**config.mk**
```make
export PLATFORM = sky130hd
export DESIGN_NAME = aes_axis_slave_packer_flat
export DESIGN_NICKNAME = d
export VERILOG_FILES = /design/src/rtl/aes_axis_slave_packer_pkg.sv /design/src/rtl/aes_axis_slave_packer_if.sv /design/src/rtl/aes_axis_slave_packer_fifo.sv /design/src/rtl/aes_axis_slave_packer.sv /design/src/flat_wrapper.sv
export SDC_FILE = /design/constraint.sdc
export NUM_CORES = 2
export LEC_CHECK = 0
export ABC_CLOCK_PERIOD_IN_PS = 7850
export CAP_MARGIN = 10
export CORE_ASPECT_RATIO = 1.5
export CORE_MARGIN = 1
export CORE_UTILIZATION = 41
export DETAILED_ROUTE_END_ITERATION = 8
export MAX_ROUTING_LAYER = met4
export SLEW_MARGIN = 5
export SYNTH_ARGS = -nofsm -noshare
export SYNTH_HDL_FRONTEND = slang
export SYNTH_SLANG_ARGS = --single-unit
```
**constraint.sdc**
```tcl
create_clock -name s00_axis_aclk -period 7.85 [get_ports s00_axis_aclk]
set_input_delay 2.355 -clock s00_axis_aclk [delete_from_list [all_inputs] [get_ports s00_axis_aclk]]
set_output_delay 2.355 -clock s00_axis_aclk [all_outputs]
set_load 0.01 [all_outputs]
```
**src/rtl/aes_axis_slave_packer_pkg.sv**
```systemverilog
// Shared constants, FSM states and sizing helpers for the AXI-Stream block packer.
package aes_axis_slave_packer_pkg;

  localparam int WORD_S = 32;
  localparam int BLK_S  = 128;
  localparam int Nb     = BLK_S / WORD_S;

  typedef enum logic [1:0] {
    GET_CMD     = 2'd0,
    GET_PAYLOAD = 2'd1,
    WAIT_DONE   = 2'd2
  } state_t;

  function automatic int beats_f(input int blk_w, input int bus_w);
    return blk_w / bus_w;
  endfunction

  // A single-beat block still needs a one-bit counter.
  function automatic int cnt_w_f(input int beats);
    return (beats <= 2) ? 1 : $clog2(beats);
  endfunction

endpackage

```
**src/rtl/aes_axis_slave_packer_if.sv**
```systemverilog
// AXI-Stream slave bus bundle between the DMA stream source and the packer.
interface aes_axis_slave_packer_if
  import aes_axis_slave_packer_pkg::*;
#(
  parameter int DATA_W = WORD_S
) ();

  logic              tvalid;
  logic              tready;
  logic              tlast;
  logic [DATA_W-1:0] tdata;
  logic [DATA_W/8-1:0] tstrb;

  modport master (output tvalid, tlast, tdata, tstrb, input tready);
  modport slave  (input tvalid, tlast, tdata, tstrb, output tready);

endinterface

```
**src/rtl/aes_axis_slave_packer_fifo.sv**
```systemverilog
// Block FIFO storing {pad, last, block}; pushes/pops are pre-qualified by the caller.
module aes_axis_slave_packer_fifo
  import aes_axis_slave_packer_pkg::*;
#(
  parameter int DATA_WIDTH = Nb * WORD_S + 2,
  parameter int ADDR_WIDTH = 4
) (
  input  logic                  clk_i,
  input  logic                  rst_ni,
  input  logic                  wr_en_i,
  input  logic [DATA_WIDTH-1:0] wr_data_i,
  input  logic                  rd_en_i,
  output logic [DATA_WIDTH-1:0] rd_data_o
);

  localparam int DEPTH = 1 << ADDR_WIDTH;

  logic [DATA_WIDTH-1:0] mem_q [DEPTH];
  logic [ADDR_WIDTH-1:0] wptr_q, rptr_q;

  always_ff @(posedge clk_i or negedge rst_ni) begin
    if (!rst_ni) begin
      wptr_q <= '0;
      rptr_q <= '0;
    end else begin
      if (wr_en_i) wptr_q <= wptr_q + 1'b1;
      if (rd_en_i) rptr_q <= rptr_q + 1'b1;
    end
  end

  always_ff @(posedge clk_i) begin
    if (wr_en_i) mem_q[wptr_q] <= wr_data_i;
  end

  assign rd_data_o = mem_q[rptr_q];

endmodule

```
**src/rtl/aes_axis_slave_packer.sv**
```systemverilog
// AXI-Stream ingress: latches the command beat, packs payload beats into blocks
// and queues them with last/pad sideband for the AES controller.
module aes_axis_slave_packer
  import aes_axis_slave_packer_pkg::*;
#(
  parameter int C_S_AXIS_TDATA_WIDTH = WORD_S,
  parameter int BLK_WIDTH            = BLK_S,
  parameter int CMD_WIDTH            = 32,
  parameter int FIFO_DEPTH           = 16,
  parameter int FIFO_ADDR_WIDTH      = 4,
  parameter int ALMOST_FULL_LEVEL    = 14
) (
  input  logic                       s00_axis_aclk,
  input  logic                       s00_axis_aresetn,
  aes_axis_slave_packer_if.slave     s00_axis,
  input  logic                       axis_master_done,
  input  logic                       aes_controller_in_fifo_r_e,
  output logic [CMD_WIDTH-1:0]       axis_cmd,
  output logic                       axis_cmd_valid,
  output logic                       axis_slave_done,
  output logic                       axis_short_pkt,
  output logic [BLK_WIDTH-1:0]       in_fifo_rdata,
  output logic                       in_fifo_rlast,
  output logic                       in_fifo_rpad,
  output logic                       in_fifo_read_tvalid,
  output logic [FIFO_ADDR_WIDTH:0]   in_fifo_level,
  output logic                       in_fifo_almost_full,
  output logic                       in_fifo_empty,
  output logic                       in_fifo_full
);

  localparam int W     = C_S_AXIS_TDATA_WIDTH;
  localparam int BEATS = beats_f(BLK_WIDTH, W);
  localparam int CNT_W = cnt_w_f(BEATS);
  localparam int LVL_W = FIFO_ADDR_WIDTH + 1;

  state_t                 state_q, state_d;
  logic [CNT_W-1:0]       beat_q, beat_d;
  logic [BLK_WIDTH-1:0]   blk_q, blk_d;
  logic                   wr_pend_q, wr_pend_d, wr_last_q, wr_last_d, wr_pad_q, wr_pad_d;
  logic [CMD_WIDTH-1:0]   cmd_q, cmd_d;
  logic                   cmd_valid_q, cmd_valid_d, done_q, done_d, short_q, short_d;
  logic                   run_q;
  logic [LVL_W-1:0]       level_q;
  logic [BLK_WIDTH+1:0]   fifo_rdata;
  logic                   accept, push, pop, full, empty, blk_end, master_clr;
  logic                   unused_tstrb;

  assign unused_tstrb = ^s00_axis.tstrb;

  assign full       = (level_q == LVL_W'(FIFO_DEPTH));
  assign empty      = (level_q == '0);
  // run_q keeps tready low through reset and the first cycle after release.
  assign s00_axis.tready = run_q && (state_q != WAIT_DONE) && !wr_pend_q && !full;
  assign accept     = s00_axis.tvalid && s00_axis.tready;
  assign push       = wr_pend_q && !full;
  assign pop        = !empty && aes_controller_in_fifo_r_e;
  assign blk_end    = (beat_q == CNT_W'(BEATS - 1));
  assign master_clr = (state_q == WAIT_DONE) && axis_master_done;

  always_comb begin
    state_d     = state_q;
    beat_d      = beat_q;
    blk_d       = blk_q;
    wr_pend_d   = wr_pend_q && !push;
    wr_last_d   = wr_last_q;
    wr_pad_d    = wr_pad_q;
    cmd_d       = cmd_q;
    cmd_valid_d = 1'b0;
    done_d      = done_q;
    short_d     = short_q;
    unique case (state_q)
      GET_CMD: begin
        if (accept) begin
          cmd_d       = s00_axis.tdata[CMD_WIDTH-1:0];
          cmd_valid_d = 1'b1;
          beat_d      = '0;
          if (s00_axis.tlast) begin
            done_d  = 1'b1;
            state_d = WAIT_DONE;
          end else begin
            state_d = GET_PAYLOAD;
          end
        end
      end
      GET_PAYLOAD: begin
        if (accept) begin
          if (beat_q == '0) blk_d = '0;
          blk_d[int'(beat_q)*W +: W] = s00_axis.tdata;
          if (blk_end || s00_axis.tlast) begin
            wr_pend_d = 1'b1;
            wr_last_d = s00_axis.tlast;
            wr_pad_d  = s00_axis.tlast && !blk_end;
            beat_d    = '0;
            if (s00_axis.tlast && !blk_end) short_d = 1'b1;
          end else begin
            beat_d = beat_q + 1'b1;
          end
          if (s00_axis.tlast) state_d = WAIT_DONE;
        end
      end
      WAIT_DONE: begin
        if (axis_master_done) state_d = GET_CMD;
      end
      default: state_d = GET_CMD;
    endcase
    if (push && wr_last_q) done_d = 1'b1;
    // Release by the egress overrides a done being raised in the same cycle.
    if (master_clr) begin
      done_d  = 1'b0;
      short_d = 1'b0;
    end
  end

  always_ff @(posedge s00_axis_aclk or negedge s00_axis_aresetn) begin
    if (!s00_axis_aresetn) begin
      state_q     <= GET_CMD;
      beat_q      <= '0;
      blk_q       <= '0;
      wr_pend_q   <= 1'b0;
      wr_last_q   <= 1'b0;
      wr_pad_q    <= 1'b0;
      cmd_q       <= '0;
      cmd_valid_q <= 1'b0;
      done_q      <= 1'b0;
      short_q     <= 1'b0;
      run_q       <= 1'b0;
      level_q     <= '0;
    end else begin
      state_q     <= state_d;
      beat_q      <= beat_d;
      blk_q       <= blk_d;
      wr_pend_q   <= wr_pend_d;
      wr_last_q   <= wr_last_d;
      wr_pad_q    <= wr_pad_d;
      cmd_q       <= cmd_d;
      cmd_valid_q <= cmd_valid_d;
      done_q      <= done_d;
      short_q     <= short_d;
      run_q       <= 1'b1;
      unique case ({push, pop})
        2'b10:   level_q <= level_q + 1'b1;
        2'b01:   level_q <= level_q - 1'b1;
        default: level_q <= level_q;
      endcase
    end
  end

  aes_axis_slave_packer_fifo #(
    .DATA_WIDTH (BLK_WIDTH + 2),
    .ADDR_WIDTH (FIFO_ADDR_WIDTH)
  ) u_fifo (
    .clk_i     (s00_axis_aclk),
    .rst_ni    (s00_axis_aresetn),
    .wr_en_i   (push),
    .wr_data_i ({wr_pad_q, wr_last_q, blk_q}),
    .rd_en_i   (pop),
    .rd_data_o (fifo_rdata)
  );

  assign axis_cmd            = cmd_q;
  assign axis_cmd_valid      = cmd_valid_q;
  assign axis_slave_done     = done_q;
  assign axis_short_pkt      = short_q;
  assign in_fifo_rdata       = empty ? '0 : fifo_rdata[BLK_WIDTH-1:0];
  assign in_fifo_rlast       = !empty && fifo_rdata[BLK_WIDTH];
  assign in_fifo_rpad        = !empty && fifo_rdata[BLK_WIDTH+1];
  assign in_fifo_read_tvalid = !empty;
  assign in_fifo_level       = level_q;
  assign in_fifo_almost_full = (level_q >= LVL_W'(ALMOST_FULL_LEVEL));
  assign in_fifo_empty       = empty;
  assign in_fifo_full        = full;

endmodule
```
**src/flat_wrapper.sv**
```systemverilog
// flat-port wrapper written by rule: the top's interface ports become plain ports
module aes_axis_slave_packer_flat import aes_axis_slave_packer_pkg::*;
#(
  parameter int C_S_AXIS_TDATA_WIDTH = WORD_S,
  parameter int BLK_WIDTH            = BLK_S,
  parameter int CMD_WIDTH            = 32,
  parameter int FIFO_DEPTH           = 16,
  parameter int FIFO_ADDR_WIDTH      = 4,
  parameter int ALMOST_FULL_LEVEL    = 14
)
  (s00_axis_aclk, s00_axis_aresetn, axis_master_done, aes_controller_in_fifo_r_e, axis_cmd, axis_cmd_valid, axis_slave_done, axis_short_pkt, in_fifo_rdata, in_fifo_rlast, in_fifo_rpad, in_fifo_read_tvalid, in_fifo_level, in_fifo_almost_full, in_fifo_empty, in_fifo_full, s00_axis_tvalid, s00_axis_tlast, s00_axis_tdata, s00_axis_tstrb, s00_axis_tready);
  aes_axis_slave_packer_if s00_axis_i ();
  input  logic s00_axis_aclk;
  input  logic s00_axis_aresetn;
  input  logic axis_master_done;
  input  logic aes_controller_in_fifo_r_e;
  output logic [CMD_WIDTH-1:0] axis_cmd;
  output logic axis_cmd_valid;
  output logic axis_slave_done;
  output logic axis_short_pkt;
  output logic [BLK_WIDTH-1:0] in_fifo_rdata;
  output logic in_fifo_rlast;
  output logic in_fifo_rpad;
  output logic in_fifo_read_tvalid;
  output logic [FIFO_ADDR_WIDTH:0] in_fifo_level;
  output logic in_fifo_almost_full;
  output logic in_fifo_empty;
  output logic in_fifo_full;
  input wire logic [$bits(s00_axis_i.tvalid)-1:0] s00_axis_tvalid;
  input wire logic [$bits(s00_axis_i.tlast)-1:0] s00_axis_tlast;
  input wire logic [$bits(s00_axis_i.tdata)-1:0] s00_axis_tdata;
  input wire logic [$bits(s00_axis_i.tstrb)-1:0] s00_axis_tstrb;
  output wire logic [$bits(s00_axis_i.tready)-1:0] s00_axis_tready;
  assign s00_axis_i.tvalid = s00_axis_tvalid;
  assign s00_axis_i.tlast = s00_axis_tlast;
  assign s00_axis_i.tdata = s00_axis_tdata;
  assign s00_axis_i.tstrb = s00_axis_tstrb;
  assign s00_axis_tready = s00_axis_i.tready;
  aes_axis_slave_packer #(.C_S_AXIS_TDATA_WIDTH(C_S_AXIS_TDATA_WIDTH), .BLK_WIDTH(BLK_WIDTH), .CMD_WIDTH(CMD_WIDTH), .FIFO_DEPTH(FIFO_DEPTH), .FIFO_ADDR_WIDTH(FIFO_ADDR_WIDTH), .ALMOST_FULL_LEVEL(ALMOST_FULL_LEVEL)) u_core (.s00_axis_aclk(s00_axis_aclk), .s00_axis_aresetn(s00_axis_aresetn), .s00_axis(s00_axis_i), .axis_master_done(axis_master_done), .aes_controller_in_fifo_r_e(aes_controller_in_fifo_r_e), .axis_cmd(axis_cmd), .axis_cmd_valid(axis_cmd_valid), .axis_slave_done(axis_slave_done), .axis_short_pkt(axis_short_pkt), .in_fifo_rdata(in_fifo_rdata), .in_fifo_rlast(in_fifo_rlast), .in_fifo_rpad(in_fifo_rpad), .in_fifo_read_tvalid(in_fifo_read_tvalid), .in_fifo_level(in_fifo_level), .in_fifo_almost_full(in_fifo_almost_full), .in_fifo_empty(in_fifo_empty), .in_fifo_full(in_fifo_full));
endmodule
```
== After elaboration in Yosys (flattened, before gate mapping) ==
Memory sizes are Yosys's and may differ from the RTL's.
Index checks and enable logic that the tools add are counted.

* Register bits: 184
* Latch bits: 0
* Memory bits (writable): 2080
* Memory bits (read-only): 0
* Output and inout bits: 175
* Word-level logic and storage cells: 105
* Memories kept: 1

{| class="wikitable"
|+ Memories
! name !! depth !! width !! rd ports !! clocked after memory_dff !! wr ports !! RTL line !! text
|-
| u_core.u_fifo.mem_q || 16 || 130 || 1 || 0 || 1 || aes_axis_slave_packer_fifo.sv:18 || <nowiki>logic [DATA_WIDTH-1:0] mem_q [DEPTH];</nowiki>
|}

* Add/subtract/negate cells: 6
* $mul: 0
* Div/mod/pow operators: 0
* $lt $le $gt $ge: 1
* Equality and inequality tests: 11
* Shift-type cells: 2
* Muxes and demuxes: 33
* Bitwise gates (word level): 0
* Reductions and logical operators: 37

{| class="wikitable"
|+ Operators by type and width
! cell !! number
|-
| $mux 128 || 4
|-
| $bwmux 128 || 1
|-
| $shift 32x33->128 const A || 1
|-
| $shiftx 32x33->128 || 1
|-
| $neg 7->33 || 1
|-
| $mux 1 || 17
|-
| $mux 2 || 8
|-
| $logic_and 1x1->1 || 12
|-
| $reduce_bool 2->1 || 6
|-
| $pmux 5 s2 || 1
|-
| $reduce_and 3->1 || 3
|-
| $reduce_bool 3->1 || 3
|-
| $add 4x1->4 const B || 2
|-
| $reduce_and 4->1 || 2
|-
| $eq 2x2->1 const B || 3
|-
| $ne 2x2->1 const B || 3
|-
| $pmux 2 s3 || 1
|-
| $add 5x1->5 const B || 1
|-
| $eq 5x5->1 const B || 1
|-
| $ge 5x4->1 const B || 1
|-
| $logic_not 1->1 || 5
|-
| $logic_not 5->1 || 1
|-
| $sub 5x1->5 const B || 1
|-
| $eq 2x1->1 const B || 2
|-
| 6 further kinds || 9
|}

== Logic depth before layout (Yosys ltp) ==
* Word-level depth: 9
* Depth in mapped cells: 13

== Cells and area by module ==
Synthesis repeated with hierarchy kept, for this count alone.

* Cell total of the unflattened synthesis: 3891
* Area, all modules: 87153.6 sq um

{| class="wikitable"
|+ Modules (own cells, without submodules)
! module !! instances !! cells each !! area an instance (sq um) !! seq. area each (sq um)
|-
| aes_axis_slave_packer_fifo || 1 || 3020 || 78512.8 || 62660.1
|-
| aes_axis_slave_packer || 1 || 871 || 8640.8 || 4404.2
|}

== Least setup slack after synthesis ==
OpenSTA, ideal clock, no wires.

* Path kind: register to register
* From: reg u_core.level_q[1] (netlist: u_core.in_fifo_level[1])
* To: mem u_core.u_fifo.mem_q[10][0] (netlist bit), enable pin
* Setup time: 0.504 ns
* Arrival time: 4.339 ns
* Required time: 7.346 ns
* Slack: 3.007 ns
* Stages on the path, launching flop included: 7
* Cell sequence: dfrtp_1 buf_2 nor4_4 a21boi_0 inv_1 nor3b_1 and2_1

* Word-level cells in the longest chain between the ends: 5

{| class="wikitable"
|+ Ends and longest elaborated chain
! what !! RTL line !! text
|-
| from (decl) || aes_axis_slave_packer.sv:44 || <nowiki>logic [LVL_W-1:0] level_q;</nowiki>
|-
| from (signal assigned) || aes_axis_slave_packer.sv:142 || <nowiki>2'b10: level_q <= level_q + 1'b1;</nowiki>
|-
| from (signal assigned) || aes_axis_slave_packer.sv:143 || <nowiki>2'b01: level_q <= level_q - 1'b1;</nowiki>
|-
| from (signal assigned) || aes_axis_slave_packer.sv:144 || <nowiki>default: level_q <= level_q;</nowiki>
|-
| $eq 5x5->1 || aes_axis_slave_packer.sv:51 || <nowiki>assign full = (level_q == LVL_W'(FIFO_DEPTH));</nowiki>
|-
| $logic_not 1->1 || aes_axis_slave_packer.sv:56 || <nowiki>assign push = wr_pend_q && !full;</nowiki>
|-
| $logic_and 1x1->1 || aes_axis_slave_packer.sv:56 ||
|-
| $mux 1 || aes_axis_slave_packer_fifo.sv:32 || <nowiki>if (wr_en_i) mem_q[wptr_q] <= wr_data_i;</nowiki>
|-
| $mux 1 (implied by the code) || aes_axis_slave_packer_fifo.sv:32 ||
|-
| to (decl) || aes_axis_slave_packer_fifo.sv:18 ||
|}

Every way passes these cells.

== Worst setup path in the final report ==
* From: reg u_core.u_fifo.rptr_q[1]
* To: out in_fifo_rdata[68]

* Word-level cells in the longest chain between the ends: 2

{| class="wikitable"
|+ Ends and longest elaborated chain
! what !! RTL line !! text
|-
| from (decl) || aes_axis_slave_packer_fifo.sv:19 || <nowiki>logic [ADDR_WIDTH-1:0] wptr_q, rptr_q;</nowiki>
|-
| from (signal assigned) || aes_axis_slave_packer_fifo.sv:27 || <nowiki>if (rd_en_i) rptr_q <= rptr_q + 1'b1;</nowiki>
|-
| $mem_v2 16x130 || n/a ||
|-
| $mux 128 || aes_axis_slave_packer.sv:165 || <nowiki>assign in_fifo_rdata = empty ? '0 : fifo_rdata[BLK_WIDTH-1:0];</nowiki>
|-
| to (decl) || flat_wrapper.sv:21 || <nowiki>output logic [BLK_WIDTH-1:0] in_fifo_rdata;</nowiki>
|}

Every way passes these cells.

==> reports/qor.txt <==
global-route wire length before repair: 334 mm
Worst setup SP type: flip-flop
total gr overflow: 0
crit path cell chain: buf_4 -> buf_4 -> mux2i_1 -> a22oi_1 -> nand3_1 -> a21oi_1 -> clkdlybuf4s50_1
synthesized flop and latch total: 2264
sequential fraction of the synthesis area: 0.758
most frequent CP cell: buf_4
Yosys top cell area share: 0.706
Wirelength per Cell: 29.4 µm
initial antenna violation count: 13
Slowest-stage cell, CP: dfrtp_4
gr usage total: 0.221
max_slew headroom: 0.201
largest net degree at the start of global routing: 126
Final Hold Fails: 0
fmax: 138 MHz
dominant cell type by area after synthesis: edfxtp_1
unique cell type count in the Yosys netlist: 62
worst hold path type: reg2reg
TritonCTS buffer count: 211
Clock Tree Buf Depth: 3
Max IR drop VDD: 309 µV
post-DP HPWL: 122 mm
Clk pin slew, worst setup/hold paths: 0.06 ns
leakage: 35.7 nW
Inst Count DP: 7605
CTS tree: done
chip width: 381 µm
fin crit share: 0.924
critical-path maximum fanout: 59
worst skew pair latency: 0.88 ns
gate count of the mapped netlist: 4755
Max-Cap Viols: 0
postcts setup bufs: 0
crit path launch: u_core.u_fifo.rptr_q[1]$_DFFE_PN0P_
Layout fillers: 17900
GP Congestion: 0.766
Worst Clk Skew: 0.0413 ns
dpl cell area: 93700 µm²
Synth async-reset ratio: 0.0813
Multi-input gate area: 19900 µm²
std cell rows: 208
fin crit period: 7.26 ns
setup_tns: 0 ns
Port Buffer Count: 212
Die Ht: 571 µm
DIE AREA: 218000 µm²
register area: 67100 µm²
fin nets: 5039
non-filler instance count after layout: 8020
RSZ-0062 raised after global routing: false
vias per cell: 5.74
status: finished, final reports clean
Pre-Repair DR Iteration Count: 6
Worst path max stage delay: 0.99 ns
Core Box Area: 214000 µm²
Post-CTS Hold Buffers: 0
CP required: 5.50 ns
CTS sink cnt: 2264
Syn. warnings: 0
vias in the first global route: 47000
Post-synth EDFFs: 2080
final instance area: 100000 µm²
worst r2r src: u_core.in_fifo_level[1]$_DFFE_PN0P_
Post-CTS Resized: 0
Starting Density: 0.413
Top Ports: 217
via count: 46100
Max H-tree Level: 4
Remaining DRCs: 0
hold_sp: u_core.state_q[1]$_DFFE_PN0P_
area grow syn2layout: 13.5%
post-synthesis cell area: 88400 µm²
Least-Margin Pin Slew: 1.20 ns
Synth area leaders: edfxtp_1 71%, dfrtp_1 5.2%, mux4_2 5.1%, mux2_2 4.6%, mux2i_1 4.4%
Routed WL: 236 mm
PwrDens: 347 nW/µm²
top_reg_cell synth: edfxtp_1
crit path capture type: output port
First DRT Iteration DRCs: 4493
Crit path arrival time: 4.90 ns
Root Buffer: clkbuf_16
critical path type: reg2out
post-synth net total: 4811
pins over their slew limit: 0
setup violators final: 0
layout cell share with drive strength beyond 1: 0.193
Post-Syn Area per Cell: 18.6 µm²
post-route ant nets: 0
power by group:
| group | internal (mW) | total (mW) | switching (mW) |
|---|---|---|---|
| Sequential | 13.6 | 14.3 | 0.669 |
| Clock | 5.53 | 9.97 | 4.43 |
| Combinational | 4.61 | 10.6 | 6.02 |
layer usage:
layer  vias to the layer above  part of all wire  global-route usage
met2                      1669              0.49               0.359
met3                       403             0.073              0.0463
li1                      19600                 -                   -
met1                     24400              0.40               0.272
met5                         -                 0                   -
met4                         0             0.035              0.0843
cell type report:
| class | count | share of cell area |
|---|---|---|
| antenna | 13 | 0.000324 |
| clock buffer | 337 | 0.0610 |
| clock inverter | 65 | 0.00596 |
| inverter | 13 | 0.000536 |
| multi-input combinational | 2179 | 0.198 |
| sequential | 2264 | 0.668 |
| tap | 2835 | 0.0353 |
| timing repair buffer | 314 | 0.0311 |
worst max-delay path, delay by kind of cell, from the launching register on:
kind	cells	cell delay [ns]
buffers and inverters	3	1.96
flip-flops	1	0.99
AO/OA/AOI/OAI	2	0.73
multiplexers	1	0.17
AND/OR/NAND/NOR	1	0.10
cells in the final DEF (no fill, tap or decap), types with 78 or more instances in the layout:
| cell type | n |
|---|---|
| nand2_1 | 230 |
| nor2_1 | 81 |
| a21oi_1 | 111 |
| buf_4 | 84 |
| edfxtp_1 | 2080 |
| mux2_2 | 361 |
| mux4_2 | 202 |
| mux2i_1 | 391 |
| clkbuf_16 | 214 |
| a22oi_1 | 168 |
| clkbuf_1 | 92 |
| o21ai_0 | 136 |
| nand3_1 | 78 |
| a211oi_1 | 113 |
| dfrtp_1 | 180 |
| clkdlybuf4s50_1 | 211 |
synthesized netlist by cell type (all sizes together) (75+ instances only):
master and number:
nand2 232, a22oi 168, a21oi 111, dfrtp 184, nor2 82, nand3 78
o22ai 75, mux2i 391, a211oi 115, buf 194, o21ai 143, or4 76
mux4 202, mux2 361, edfxtp 2080, clkbuf 105
cells by family after synthesis:
group	Yosys count	share of synthesized area
flip-flops	2264	0.758
multiplexers	954	0.142
AO/OA/AOI/OAI	655	0.0483
AND/OR/NAND/NOR	545	0.0303
buffers and inverters	312	0.0184
adder cells (fa/ha/maj)	14	0.00198
XOR/XNOR	10	0.000990
other	1	0.0000424
registers in the layout, indices dropped and copies added (netlist names):
register,flops
u_core.state_q,2
u_core.axis_short_pkt,1
u_core.beat_q,2
u_core.axis_slave_done,1
u_core.wr_pad_q,1
u_core.in_fifo_level,5
u_core.u_fifo.mem_q,2080
u_core.run_q,1
u_core.axis_cmd,32
u_core.wr_pend_q,1
u_core.wr_last_q,1
u_core.u_fifo.wptr_q,4
u_core.axis_cmd_valid,1
u_core.u_fifo.rptr_q,4
u_core.blk_q,128
worst paths after layout:
check / end / slack [ns] / cells after the start
worst max-delay path: in_fifo_rdata[68] / 0.59 / 7
worst min-delay path: u_core.state_q[0]$_DFFE_PN0P_ / 0.49 / 1
worst max register to register: u_core.in_fifo_level[4]$_DFFE_PN0P_ / 3.50 / 12
worst min register to register: u_core.state_q[0]$_DFFE_PN0P_ / 0.49 / 1
max in group asynchronous: u_core.axis_cmd[19]$_DFFE_PN0P_ / 5.09 / 2
min in group asynchronous: u_core.axis_cmd[9]$_DFFE_PN0P_ / 1.46 / 1
through the flow:
step	hold slack [ns]	setup WS, ns	power [mW]	utilization
finish	0.494	0.594	34.9	0.469
global route	0.497	0.390	36.2	0.469
CTS	0.482	0.504	35.2	0.469
detailed placement	0.469	1.45	25.3	0.437
global placement	0.444	1.44	25.3	0.437
floorplan	0.424	3.01	20.7	-
(Power assumes the default switching activity.)
